File: config.mk
export PLATFORM = sky130hd
export DESIGN_NAME = jtdd_rom_arb_flat
export DESIGN_NICKNAME = d
export VERILOG_FILES = /design/src/rtl/jtdd_rom_arb_if.sv /design/src/rtl/jtdd_rom_arb.sv /design/src/flat_wrapper.sv
export SDC_FILE = /design/constraint.sdc
export NUM_CORES = 1
export LEC_CHECK = 0
export ABC_AREA = 1
export BUFFER_PORTS_ARGS = -buffer_cell sky130_fd_sc_hd__buf_2
export CORE_MARGIN = 2
export CORE_UTILIZATION = 40
export CTS_CLUSTER_SIZE = 40
export DETAILED_ROUTE_END_ITERATION = 10
export MAX_ROUTING_LAYER = met4
export PLACE_DENSITY = 0.62
export SYNTH_ARGS = -nofsm -noshare
export SYNTH_HDL_FRONTEND = slang
export SYNTH_SLANG_ARGS = --single-unit
File: constraint.sdc
create_clock -name clk -period 2.8 [get_ports clk]
set_input_delay 0.28 -clock clk [delete_from_list [all_inputs] [get_ports clk]]
set_output_delay 0.28 -clock clk [all_outputs]
set_load 0.05 [all_outputs]
File: src/rtl/jtdd_rom_arb_if.sv
// Requester and SDRAM-side signals of jtdd_rom_arb.
// The slave modport is the arbiter's view; master is the view of whoever drives the requesters and the SDRAM.
interface jtdd_rom_arb_if #(
  parameter int AW0 = 19,
  parameter int AW1 = 17,
  parameter int AW2 = 15
);
  logic           obj_cs;
  logic           scr_cs;
  logic           chr_cs;
  logic [AW0-1:0] obj_addr;
  logic [AW1-1:0] scr_addr;
  logic [AW2-1:0] chr_addr;
  logic [15:0]    obj_data;
  logic [15:0]    scr_data;
  logic [15:0]    chr_data;
  logic           obj_ok;
  logic           scr_ok;
  logic           chr_ok;
  logic [21:0]    sdram_addr;
  logic           sdram_req;
  logic           sdram_ack;
  logic           sdram_dst;
  logic [15:0]    sdram_dout;

  modport slave (
    input  obj_cs, scr_cs, chr_cs, obj_addr, scr_addr, chr_addr,
    output obj_data, scr_data, chr_data, obj_ok, scr_ok, chr_ok,
    output sdram_addr, sdram_req,
    input  sdram_ack, sdram_dst, sdram_dout
  );

  modport master (
    output obj_cs, scr_cs, chr_cs, obj_addr, scr_addr, chr_addr,
    input  obj_data, scr_data, chr_data, obj_ok, scr_ok, chr_ok,
    input  sdram_addr, sdram_req,
    output sdram_ack, sdram_dst, sdram_dout
  );
endinterface

File: src/rtl/jtdd_rom_arb.sv
// Three single-word ROM caches (obj/scr/chr) sharing one SDRAM port; JTDD_ROMARB_RR_EN selects round-robin, else obj>scr>chr.
// Latency: pending -> sdram_req +1 cycle, sdram_dst -> ok +1 cycle; sdram_req held until sdram_ack, one access in flight.
module jtdd_rom_arb #(
  parameter int          AW0  = 19,
  parameter int          AW1  = 17,
  parameter int          AW2  = 15,
  parameter logic [21:0] OFS0 = 22'h0,
  parameter logic [21:0] OFS1 = 22'h80000,
  parameter logic [21:0] OFS2 = 22'hA0000
) (
  input  logic             clk,
  input  logic             rst_n,
  jtdd_rom_arb_if.slave    bus
);

  typedef enum logic [1:0] {
    ST_IDLE = 2'd0,
    ST_REQ  = 2'd1,
    ST_DATA = 2'd2
  } state_t;

  state_t      state_q, state_d;
  logic [1:0]  gnt_q, gnt_d;
  logic [21:0] sdram_addr_q, sdram_addr_d;
  logic        sdram_req_q, sdram_req_d;
  logic [15:0] data_q [3];
  logic [15:0] data_d [3];
  logic [21:0] tag_q  [3];
  logic [21:0] tag_d  [3];
  logic [2:0]  valid_q, valid_d;

  logic [2:0]  cs;
  logic [2:0]  ok;
  logic [2:0]  pending;
  logic [21:0] addr_ext [3];
  logic [21:0] word_addr [3];
  logic [1:0]  sel;

  // Tags hold the requester address zero-extended, so one comparator width serves all three.
  assign cs          = {bus.chr_cs, bus.scr_cs, bus.obj_cs};
  assign addr_ext[0] = 22'(bus.obj_addr);
  assign addr_ext[1] = 22'(bus.scr_addr);
  assign addr_ext[2] = 22'(bus.chr_addr);
  assign word_addr[0] = OFS0 + addr_ext[0];
  assign word_addr[1] = OFS1 + addr_ext[1];
  assign word_addr[2] = OFS2 + addr_ext[2];

  always_comb begin
    ok      = 3'b000;
    pending = 3'b000;
    for (int i = 0; i < 3; i++) begin
      ok[i]      = cs[i] & valid_q[i] & (addr_ext[i] == tag_q[i]);
      pending[i] = cs[i] & ~ok[i];
    end
  end

`ifdef JTDD_ROMARB_RR_EN
  logic [1:0] rr_ptr_q, rr_ptr_d;

  function automatic logic [1:0] rr_idx(input logic [1:0] p, input logic [1:0] k);
    logic [2:0] s;
    s = {1'b0, p} + {1'b0, k};
    return (s >= 3'd3) ? 2'(s - 3'd3) : s[1:0];
  endfunction

  // Walk the search order backwards so the earliest pending requester is the one left in sel.
  always_comb begin
    sel = 2'd0;
    for (int k = 2; k >= 0; k--) begin
      if (pending[rr_idx(rr_ptr_q, 2'(k))]) begin
        sel = rr_idx(rr_ptr_q, 2'(k));
      end
    end
  end

  always_comb begin
    rr_ptr_d = rr_ptr_q;
    if (state_q == ST_IDLE && |pending) begin
      rr_ptr_d = (sel == 2'd2) ? 2'd0 : sel + 2'd1;
    end
  end

  always_ff @(posedge clk or negedge rst_n) begin
    if (!rst_n) begin
      rr_ptr_q <= 2'd0;
    end else begin
      rr_ptr_q <= rr_ptr_d;
    end
  end
`else
  always_comb begin
    sel = 2'd0;
    if (pending[0]) begin
      sel = 2'd0;
    end else if (pending[1]) begin
      sel = 2'd1;
    end else if (pending[2]) begin
      sel = 2'd2;
    end
  end
`endif

  always_comb begin
    state_d      = state_q;
    gnt_d        = gnt_q;
    sdram_addr_d = sdram_addr_q;
    sdram_req_d  = sdram_req_q;
    valid_d      = valid_q;
    for (int i = 0; i < 3; i++) begin
      data_d[i] = data_q[i];
      tag_d[i]  = tag_q[i];
    end

    case (state_q)
      ST_IDLE: begin
        if (|pending) begin
          gnt_d          = sel;
          tag_d[sel]     = addr_ext[sel];
          valid_d[sel]   = 1'b0;
          sdram_addr_d   = word_addr[sel];
          sdram_req_d    = 1'b1;
          state_d        = ST_REQ;
        end
      end
      ST_REQ: begin
        if (bus.sdram_ack) begin
          sdram_req_d = 1'b0;
          // Controller may return data in the same cycle it accepts the request.
          if (bus.sdram_dst) begin
            data_d[gnt_q]  = bus.sdram_dout;
            valid_d[gnt_q] = 1'b1;
            state_d        = ST_IDLE;
          end else begin
            state_d = ST_DATA;
          end
        end
      end
      ST_DATA: begin
        if (bus.sdram_dst) begin
          data_d[gnt_q]  = bus.sdram_dout;
          valid_d[gnt_q] = 1'b1;
          state_d        = ST_IDLE;
        end
      end
      default: begin
        state_d     = ST_IDLE;
        sdram_req_d = 1'b0;
      end
    endcase
  end

  always_ff @(posedge clk or negedge rst_n) begin
    if (!rst_n) begin
      state_q      <= ST_IDLE;
      gnt_q        <= 2'd0;
      sdram_addr_q <= 22'd0;
      sdram_req_q  <= 1'b0;
      valid_q      <= 3'b000;
      for (int i = 0; i < 3; i++) begin
        data_q[i] <= 16'd0;
        tag_q[i]  <= 22'd0;
      end
    end else begin
      state_q      <= state_d;
      gnt_q        <= gnt_d;
      sdram_addr_q <= sdram_addr_d;
      sdram_req_q  <= sdram_req_d;
      valid_q      <= valid_d;
      for (int i = 0; i < 3; i++) begin
        data_q[i] <= data_d[i];
        tag_q[i]  <= tag_d[i];
      end
    end
  end

  assign bus.obj_data   = data_q[0];
  assign bus.scr_data   = data_q[1];
  assign bus.chr_data   = data_q[2];
  assign bus.obj_ok     = ok[0];
  assign bus.scr_ok     = ok[1];
  assign bus.chr_ok     = ok[2];
  assign bus.sdram_addr = sdram_addr_q;
  assign bus.sdram_req  = sdram_req_q;

endmodule

File: src/flat_wrapper.sv
// flat-port wrapper written by rule: the top's interface ports become plain ports
module jtdd_rom_arb_flat 
#(
  parameter int          AW0  = 19,
  parameter int          AW1  = 17,
  parameter int          AW2  = 15,
  parameter logic [21:0] OFS0 = 22'h0,
  parameter logic [21:0] OFS1 = 22'h80000,
  parameter logic [21:0] OFS2 = 22'hA0000
)
  (clk, rst_n, bus_obj_cs, bus_scr_cs, bus_chr_cs, bus_obj_addr, bus_scr_addr, bus_chr_addr, bus_obj_data, bus_scr_data, bus_chr_data, bus_obj_ok, bus_scr_ok, bus_chr_ok, bus_sdram_addr, bus_sdram_req, bus_sdram_ack, bus_sdram_dst, bus_sdram_dout);
  jtdd_rom_arb_if #(.AW0(AW0), .AW1(AW1), .AW2(AW2)) bus_i ();
  input  logic clk;
  input  logic rst_n;
  input wire logic [$bits(bus_i.obj_cs)-1:0] bus_obj_cs;
  input wire logic [$bits(bus_i.scr_cs)-1:0] bus_scr_cs;
  input wire logic [$bits(bus_i.chr_cs)-1:0] bus_chr_cs;
  input wire logic [$bits(bus_i.obj_addr)-1:0] bus_obj_addr;
  input wire logic [$bits(bus_i.scr_addr)-1:0] bus_scr_addr;
  input wire logic [$bits(bus_i.chr_addr)-1:0] bus_chr_addr;
  output wire logic [$bits(bus_i.obj_data)-1:0] bus_obj_data;
  output wire logic [$bits(bus_i.scr_data)-1:0] bus_scr_data;
  output wire logic [$bits(bus_i.chr_data)-1:0] bus_chr_data;
  output wire logic [$bits(bus_i.obj_ok)-1:0] bus_obj_ok;
  output wire logic [$bits(bus_i.scr_ok)-1:0] bus_scr_ok;
  output wire logic [$bits(bus_i.chr_ok)-1:0] bus_chr_ok;
  output wire logic [$bits(bus_i.sdram_addr)-1:0] bus_sdram_addr;
  output wire logic [$bits(bus_i.sdram_req)-1:0] bus_sdram_req;
  input wire logic [$bits(bus_i.sdram_ack)-1:0] bus_sdram_ack;
  input wire logic [$bits(bus_i.sdram_dst)-1:0] bus_sdram_dst;
  input wire logic [$bits(bus_i.sdram_dout)-1:0] bus_sdram_dout;
  assign bus_i.obj_cs = bus_obj_cs;
  assign bus_i.scr_cs = bus_scr_cs;
  assign bus_i.chr_cs = bus_chr_cs;
  assign bus_i.obj_addr = bus_obj_addr;
  assign bus_i.scr_addr = bus_scr_addr;
  assign bus_i.chr_addr = bus_chr_addr;
  assign bus_obj_data = bus_i.obj_data;
  assign bus_scr_data = bus_i.scr_data;
  assign bus_chr_data = bus_i.chr_data;
  assign bus_obj_ok = bus_i.obj_ok;
  assign bus_scr_ok = bus_i.scr_ok;
  assign bus_chr_ok = bus_i.chr_ok;
  assign bus_sdram_addr = bus_i.sdram_addr;
  assign bus_sdram_req = bus_i.sdram_req;
  assign bus_i.sdram_ack = bus_sdram_ack;
  assign bus_i.sdram_dst = bus_sdram_dst;
  assign bus_i.sdram_dout = bus_sdram_dout;
  jtdd_rom_arb #(.AW0(AW0), .AW1(AW1), .AW2(AW2), .OFS0(OFS0), .OFS1(OFS1), .OFS2(OFS2)) u_core (.clk(clk), .rst_n(rst_n), .bus(bus_i));
endmodule
==> metrics.txt <==
status complete, no violations; Hold WC Path Type in2reg; main flop type after synthesis dfrtp_1; # DRC 0; Max Cap Violations 0; max_slew headroom 0.634; FMAX 408 MHz; dpl hpwl 16200 um; worst reg2reg setup slack 0.36 ns; setup TNS 0 ns; CP delay by family, top simple AND/OR/NAND/NOR gates; register bit total from synthesis 133; WP buf/inv 2; # H-tree levels 4; dpl ws 0.404 ns; drt pass-1 iters 5; sequential fraction of the synthesis area 0.468; Nets 1193; clk slew on worst S/H paths 0.06 ns; CP Launch Type register; worst-margin pin slew 0.549 ns; kind of critical path reg2out; share of cells above drive strength 1 0.210; largest net degree at the start of global routing 57; Routed WL 21500 um; Worst-Skew Late Latency 0.43 ns; num rows 48; first-pass GRT wire length 34000 um; FF-to-FF path depth 17; Post-synth ARST share 1.00; Hold Fails Final Rpt 0; number of nets with antenna violations after routing 0; Port-buffer cells 145; number of top-level pins 148; starting density of the core 0.410; Final Util 0.499; RSZ-0062 raised after global routing no; number of slew-limit violations in the final report 0; Synth top area share 0.468; cell area after synthesis 0.00711 mm^2; Hold Crit Depth 3; worst endpoint data arrival time 2.17 ns; fillcell total 1732; die area 0.0189 mm^2; # setup viols final 0; area grow syn2layout 21.7%; syn avg cell area 7.40 um^2; initial antenna violation count 0; synth top area cells dfrtp_1, nand2_1, nand3_1; post-cts gate resize count 0; gr usage total 0.247; CTS sink cnt 133; initial DRC count 568; Tmin final 2.45 ns; Post-synth top cells nand2_1, dfrtp_1, inv_1; via count 6589; multi-input logic area 0.00314 mm^2; DIE HEIGHT 137 um; Avg WL per Cell 15.9 um; core area 0.0174 mm^2; top-count cell post-synth nand2_1; post-synthesis cell type count 35; PwrDens 1220 mW/mm^2; Tcrit/Tclk final 0.875; via/cell ratio 4.88; crit path cell chain nand2_1 > clkinv_1 > o2111ai_1 > nor3b_1 > nand3_1 > nor4b_1 > buf_2; CTS tree yes; register area 0.00333 mm^2; synth warn 0; Post-Syn Instances 961; Crit Path Max Fanout 4; grt total ovfl 0; final worst setup slack 0.350 ns; Post-Route Skew 0.0102 ns; worst ir drop on vdd 0.728 mV; CTS max path bufs 2; Leakage Power 4.87 nW; vias in the first global route 6300; Root Buffer clkbuf_16; Ant. Diodes 0; CTS buffer count 17; Die X 137 um; Worst path max stage delay 0.43 ns; area leader, netlist dfrtp_1; Critical Path End Type primary output; CP Depth 7; Crit-path slowest cell dfrtp_1; Final GP Congestion 0.938; Req. time, crit path 2.52 ns; number of synthesized flops with an enable pin 0
-- where the power goes --
part	switching (mW)	internal, mW
Combinational	3.56	1.32
Clock	0.895	1.32
Sequential	0.657	2.84
-- sequential cells by signal, summed over array words and instances, names as in the netlist --
register and cells:
u_core.bus.scr_data 16, u_core.bus.sdram_addr 20, u_core.valid_q 3, u_core.state_q 2, u_core.bus.chr_data 16, u_core.bus.obj_data 16, u_core.bus.sdram_req 1, u_core.gnt_q 2
u_core.tag_q 57
-- metal layers --
metal / global-route usage / up-vias / wire length (um) / share of wire
met5: - / - / 0 / 0
met4: 0.0813 / 0 / 422 / 0.020
met3: 0.0482 / 31 / 1380 / 0.064
met2: 0.364 / 233 / 9550 / 0.44
met1: 0.344 / 3033 / 10200 / 0.47
li1: - / 3292 / - / -
-- cells in the final DEF (no fill, tap or decap), drive strengths merged --
master / count
nor3b: 2
bufinv: 2
a211oi: 1
xor2: 2
nor2: 67
a21oi: 1
clkbuf: 18
o2bb2ai: 1
nor4b: 1
dlygate4sd3: 1
o21ai: 66
nand4: 7
o2111ai: 3
buf: 164
xnor2: 9
nand3: 110
inv: 119
clkinv: 5
o21a: 3
conb: 2
nand2: 385
or2: 4
or4: 1
dfrtp: 133
nor3: 2
nand3b: 1
nor4: 5
clkinvlp: 2
ha: 7
-- stage by stage --
stage	cells	instance area [um^2]	hold WS [ns]	power, mW
after floorplan	962	7110	-0.0156	7.03
after global placement	1317	8070	0.281	8.32
after detailed placement	1317	8070	0.286	8.39
after CTS	1349	8650	0.123	10.6
after global routing	1349	8650	0.151	11.3
final	1349	8650	0.133	10.6
-- tightest hold or removal path: cells and delay by family --
kind,cells,cell delay [ns]
buf+inv,2,0.15
compound gates,1,0.08
-- cell type report --
cell class | instances | area share
flip-flops and latches | 133 | 0.385
well taps | 225 | 0.0325
multi-input cells | 680 | 0.363
repair buffers | 165 | 0.104
inverters | 115 | 0.0499
clock buffers | 18 | 0.0496
clock inverters | 13 | 0.0172
-- worst paths after layout --
| kind | start | end |
|---|---|---|
| setup / recovery | u_core.valid_q[0] | bus_obj_ok |
| hold / removal | bus_sdram_dout[6] | u_core.bus.obj_data[6] |
| setup reg to reg | u_core.tag_q[29] | u_core.tag_q[35] |
| hold reg to reg | u_core.tag_q[17] | u_core.tag_q[17] |
| max in group asynchronous | rst_n | u_core.tag_q[35] |
| min in group asynchronous | rst_n | u_core.bus.sdram_addr[7] |
-- cells by family after synthesis --
family | count (synthesis) | synth area share
AND/OR/NAND/NOR | 585 | 0.358
flip-flops | 133 | 0.468
other | 1 | 0.000527
AO/OA/AOI/OAI | 75 | 0.0563
adder cells (fa/ha/maj) | 7 | 0.0123
XOR/XNOR | 11 | 0.0136
buffers and inverters | 149 | 0.0911
-- repair_timing --
| action | in CTS | in global routing |
|---|---|---|
| hold endpoints to repair | 52 | 0 |
| setup buffers | 0 | 0 |
| hold buffers | 1 | 0 |
| endpoints found under the setup margin | 0 | 0 |
Note: power is estimated with default switching activity, not from simulation.
